## src/rtl/imem_loader_if.sv

```systemverilog
// Byte-stream input and instruction-memory write bus of the program loader.
// The slave modport is the loader; the master modport is the stream source / memory side.
interface imem_loader_if #(
    parameter int ADDR_WIDTH = 28
);
    // Handshake: a byte moves on a rising edge where byte_valid && byte_ready;
    // the source holds byte_data steady while byte_valid is high and unaccepted.
    logic                  byte_valid;
    logic [7:0]            byte_data;
    logic                  byte_ready;
    logic                  mem_we;
    logic [ADDR_WIDTH-1:0] mem_addr;
    logic [31:0]           mem_wdata;

    modport master (
        output byte_valid, byte_data,
        input  byte_ready, mem_we, mem_addr, mem_wdata
    );

    modport slave (
        input  byte_valid, byte_data,
        output byte_ready, mem_we, mem_addr, mem_wdata
    );
endinterface

```

## src/rtl/imem_loader.sv

```systemverilog
// Instruction-memory loader: parses a big-endian word-count header, assembles
// big-endian words and writes them at 0,4,8,...; holds the CPU until the image is complete.
module imem_loader #(
    parameter  int ADDR_WIDTH = 28,
    parameter  int MAX_WORDS  = 1024,
    localparam int CW         = $clog2(MAX_WORDS + 1)
) (
    input  logic          clk,
    input  logic          rst,
    input  logic          start,
    imem_loader_if.slave  bus,
    output logic          cpu_hold,
    output logic          busy,
    output logic          done,
    output logic          error,
    output logic [CW-1:0] words_loaded,
    output logic [2:0]    dbg_state
);
    typedef enum logic [2:0] {
        S_IDLE  = 3'd0,
        S_HDR   = 3'd1,
        S_DATA  = 3'd2,
        S_WRITE = 3'd3,
        S_DONE  = 3'd4,
        S_ERR   = 3'd5
    } state_t;

    state_t                r_state;
    state_t                w_next;
    logic [31:0]           r_cnt;
    logic [31:0]           r_word;
    logic [1:0]            r_idx;
    logic [ADDR_WIDTH-1:0] r_addr;
    logic [CW-1:0]         r_words;

    logic                  w_ready;
    logic                  w_fire;
    logic                  w_start_ok;
    logic [31:0]           w_hdr_n;
    logic [CW-1:0]         w_words_inc;

    assign w_ready     = (r_state == S_HDR) || (r_state == S_DATA);
    assign w_fire      = bus.byte_valid && w_ready;
    assign w_start_ok  = start && ((r_state == S_IDLE) || (r_state == S_DONE) || (r_state == S_ERR));
    assign w_hdr_n     = {r_cnt[23:0], bus.byte_data};
    assign w_words_inc = r_words + 1'b1;

    always_ff @(posedge clk) begin
        if (rst) begin
            r_state <= S_IDLE;
        end else begin
            r_state <= w_next;
        end
    end

    always_comb begin
        w_next = r_state;
        case (r_state)
            S_IDLE, S_DONE, S_ERR: begin
                if (start) begin
                    w_next = S_HDR;
                end
            end
            S_HDR: begin
                if (w_fire && (r_idx == 2'd3)) begin
                    if (w_hdr_n == 32'd0) begin
                        w_next = S_DONE;
                    end else if (w_hdr_n > 32'(MAX_WORDS)) begin
                        w_next = S_ERR;
                    end else begin
                        w_next = S_DATA;
                    end
                end
            end
            S_DATA: begin
                if (w_fire && (r_idx == 2'd3)) begin
                    w_next = S_WRITE;
                end
            end
            S_WRITE: begin
                // r_cnt is only ever a legal count here, so CW bits of it suffice
                if ({{(32-CW){1'b0}}, w_words_inc} == r_cnt) begin
                    w_next = S_DONE;
                end else begin
                    w_next = S_DATA;
                end
            end
            default: w_next = S_IDLE;
        endcase
    end

    always_ff @(posedge clk) begin
        if (rst) begin
            r_cnt   <= '0;
            r_word  <= '0;
            r_idx   <= '0;
            r_addr  <= '0;
            r_words <= '0;
        end else begin
            if (w_start_ok) begin
                r_cnt   <= '0;
                r_idx   <= '0;
                r_addr  <= '0;
                r_words <= '0;
            end
            if (w_fire) begin
                r_idx <= r_idx + 2'd1;
                if (r_state == S_HDR) begin
                    r_cnt <= w_hdr_n;
                end else begin
                    r_word <= {r_word[23:0], bus.byte_data};
                end
            end
            if (r_state == S_WRITE) begin
                r_addr  <= r_addr + ADDR_WIDTH'(4);
                r_words <= w_words_inc;
            end
        end
    end

    assign bus.byte_ready = w_ready;
    assign bus.mem_we     = (r_state == S_WRITE);
    assign bus.mem_addr   = r_addr;
    assign bus.mem_wdata  = r_word;
    assign cpu_hold       = (r_state != S_DONE);
    assign busy           = (r_state == S_HDR) || (r_state == S_DATA) || (r_state == S_WRITE);
    assign done           = (r_state == S_DONE);
    assign error          = (r_state == S_ERR);
    assign words_loaded   = r_words;
    assign dbg_state      = r_state;
endmodule
```

## src/flat_wrapper.sv

```systemverilog
// flat-port wrapper written by rule: the top's interface ports become plain ports
module imem_loader_flat 
#(
    parameter  int ADDR_WIDTH = 28,
    parameter  int MAX_WORDS  = 1024,
    localparam int CW         = $clog2(MAX_WORDS + 1)
)
  (clk, rst, start, cpu_hold, busy, done, error, words_loaded, dbg_state, bus_byte_valid, bus_byte_data, bus_byte_ready, bus_mem_we, bus_mem_addr, bus_mem_wdata);
  imem_loader_if #(.ADDR_WIDTH(ADDR_WIDTH)) bus_i ();
  input  logic clk;
  input  logic rst;
  input  logic start;
  output logic cpu_hold;
  output logic busy;
  output logic done;
  output logic error;
  output logic [CW-1:0] words_loaded;
  output logic [2:0] dbg_state;
  input wire logic [$bits(bus_i.byte_valid)-1:0] bus_byte_valid;
  input wire logic [$bits(bus_i.byte_data)-1:0] bus_byte_data;
  output wire logic [$bits(bus_i.byte_ready)-1:0] bus_byte_ready;
  output wire logic [$bits(bus_i.mem_we)-1:0] bus_mem_we;
  output wire logic [$bits(bus_i.mem_addr)-1:0] bus_mem_addr;
  output wire logic [$bits(bus_i.mem_wdata)-1:0] bus_mem_wdata;
  assign bus_i.byte_valid = bus_byte_valid;
  assign bus_i.byte_data = bus_byte_data;
  assign bus_byte_ready = bus_i.byte_ready;
  assign bus_mem_we = bus_i.mem_we;
  assign bus_mem_addr = bus_i.mem_addr;
  assign bus_mem_wdata = bus_i.mem_wdata;
  imem_loader #(.ADDR_WIDTH(ADDR_WIDTH), .MAX_WORDS(MAX_WORDS)) u_core (.clk(clk), .rst(rst), .start(start), .bus(bus_i), .cpu_hold(cpu_hold), .busy(busy), .done(done), .error(error), .words_loaded(words_loaded), .dbg_state(dbg_state));
endmodule
```

## config.mk

```make
export PLATFORM = sky130hd
export DESIGN_NAME = imem_loader_flat
export DESIGN_NICKNAME = d
export VERILOG_FILES = /design/src/rtl/imem_loader_if.sv /design/src/rtl/imem_loader.sv /design/src/flat_wrapper.sv
export SDC_FILE = /design/constraint.sdc
export NUM_CORES = 1
export LEC_CHECK = 0
export ABC_CLOCK_PERIOD_IN_PS = 1950
export CAP_MARGIN = 20
export CORE_MARGIN = 2
export CORE_UTILIZATION = 45
export CTS_CLUSTER_SIZE = 24
export DETAILED_ROUTE_END_ITERATION = 6
export HOLD_SLACK_MARGIN = 0.03
export PLACE_DENSITY = 0.73
export SLEW_MARGIN = 10
export SYNTH_ARGS = -nofsm -noshare
export SYNTH_HDL_FRONTEND = slang
export SYNTH_SLANG_ARGS = --single-unit
```

## constraint.sdc

```tcl
create_clock -name clk -period 1.95 [get_ports clk]
set_clock_uncertainty 0.1 [all_clocks]
set_input_delay 0.2925 -clock clk [delete_from_list [all_inputs] [get_ports clk]]
set_output_delay 0.2925 -clock clk [all_outputs]
set_load 0.02 [all_outputs]
```

==> run metrics <==
CP max FO=6; outcome=finished with violations; total track usage=24.0%; cts bufs inserted=9; max-cap violation count=0; Placed Area=6420 um2; post-layout min period=2030 ps; synth unique cells=53; Die Width=108 um; RSZ-0062 raised after global routing=true; Max Root-Sink Buffers=2; setup TNS=-111 ps; Clock Root Buffer=clkbuf_8; Reg clk slew, reported paths=110 ps; Cell Area, Synth=4850 um2; Final Hold Fails=0; FF+latch count, synth=106; Yosys top cell area share=43.8%; failing checks=setup timing; Std-Cell Rows=37; count leader, synth=nand2_1; gpl congestion=0.876; Nets=794; DR pass1 iterations=7; average wire per standard cell=15.3 um; leakage=2.51 nW; initial DRC count=385; CTS tree=built; Die Height=108 um; grt total ovfl=0; Initial Utilization=46.5%; vias per inst=5.56; DRC viols=0; H-tree Lvls=3; clock latency at the later pin of the worst-skew pair=380 ps; vias in the first global route=4566; largest net degree at the start of global routing=108; Final ANT Viol Nets=0; first-pass GRT wire length=22.3 mm; Setup crit start kind=flop; vias post-DR=5119; Slew headroom=66.1%; crit end category=flop; Power Density=557 nW/um2; dpl ws=-133 ps; Post-synth EDFFs=0; Async SR Flop Fraction=0%; sequential cell area fraction in the yosys report=43.8%; CP Class=reg -> reg; Critical Path AT=2190 ps; Yosys top cell by area=dfxtp_1; Synthesis Warnings=0; synthesis-to-layout area growth=39.5%; dpl cells=898; share of layout cells above drive strength 1=21.2%; Worst Max-Slew Pin Slew=508 ps; Final Max Slew Viols=0; Util after Layout=64.9%; hold slack=183 ps; final wirelength=14.1 mm; period utilisation layout=104%; clk sinks=106; Post-synth top cells=nand2_1, dfxtp_1, a21oi_1, nand3_1, nor2_1; Final Power=3.77 mW; Min-Delay Path Class=in -> reg; WP data required=2120 ps; DIE AREA=11600 um2; Syn Inst Count=640; Final setup viols=2; antenna violations before repair=0; Max VDD drop=421 uV; Final WS setup=-77.0 ps; HPWL Detailed=9.69 mm; I/O pin total=92; top post-synthesis cells by area=dfxtp_1, nand2_1, a21oi_1, nand3_1, nor2_1; core area=10400 um2; PortBufs=89; syn_area_per_cell=7.58 um2; FMAX=493 MHz; Finished Layout Cells=920; final std cell area, no fill=6770 um2; ys flop type=dfxtp_1; ANT cells=0
metal layers:
metal | vias to the layer above | global-route usage [%] | wire length, um
met3 | 21 | 4.42 | 1020
li1 | 2501 | - | -
met1 | 2425 | 34.3 | 6360
met2 | 172 | 36.3 | 6440
met5 | - | 0 | 0
met4 | 0 | 8.15 | 247
power breakdown:
| part | internal, mW | switching (mW) | total, mW |
|---|---|---|---|
| Combinational | 0.0938 | 0.155 | 0.249 |
| Clock | 0.499 | 0.835 | 1.33 |
| Sequential | 2.17 | 0.0152 | 2.18 |
| Total | 2.76 | 1.00 | 3.77 |
worst max-delay path: stages (launching register included):
cell and delay [ps]:
dfxtp_4 370, buf_6 120, nand3_4 110, nor3_2 240, a221o_1 190, a31oi_1 50, or4_4 530, a22o_1 210
cell type report:
| type | count | area [um2] |
|---|---|---|
| Clock buffer | 9 | 124 |
| Clock inverter | 7 | 67.6 |
| Fill cell | 901 | 3650 |
| Inverter | 7 | 26.3 |
| Multi-Input combinational cell | 481 | 2640 |
| Sequential cell | 106 | 2160 |
| Tap cell | 136 | 170 |
| Timing Repair Buffer | 174 | 1580 |
path summary, 6_finish.rpt:
kind / cells past startpoint / start / slack [ps] / to
max: 7 / u_core.words_loaded[0] / -80 / u_core.dbg_state[1]
max reg2reg: 7 / u_core.words_loaded[0] / -80 / u_core.dbg_state[1]
min: 4 / rst / 180 / u_core.dbg_state[2]
min reg2reg: 2 / u_core.bus.mem_wdata[7] / 360 / u_core.bus.mem_wdata[15]
flip-flops by register name, summed over array words and instances (netlist names):
register and cells:
u_core.bus.mem_wdata 32, u_core.dbg_state 3, u_core.r_idx 2, u_core.bus.mem_addr 26, u_core.words_loaded 11, u_core.r_cnt 32
cell usage in the layout, fill, tap and decap left out, drive strengths merged, types with 3 or more instances in the layout:
cell	instances
a21oi	91
a22oi	3
a311oi	5
a31oi	5
and2	3
and3	11
buf	86
clkbuf	11
clkdlybuf4s50	77
clkinv	3
dfxtp	106
dlygate4sd2	4
dlymetal6s2s	3
ha	3
inv	11
mux2	7
nand2	134
nand3	52
nand4	12
nor2	50
nor2b	3
nor3	17
nor4	14
o211ai	3
o21a	3
o21ai	20
or2	4
or3	6
or4	3
xnor2	7
xor2	9
kinds of logic after synthesis:
group,share of synthesized area [%]
adder cells (fa/ha/maj),0.774
multiplexers,1.63
AO/OA/AOI/OAI,15.8
other,0.0773
buffers and inverters,4.49
flip-flops,43.8
XOR/XNOR,2.89
AND/OR/NAND/NOR,30.6
what timing repair did:
action / CTS / global route
endpoints found under the setup margin: 10 / 24
pin swaps: 1 / 6
buffers inserted: 1 / 5
resized for setup: 22 / 26
hold buffers: 0 / 0
Note: power is estimated with default switching activity, not from simulation.
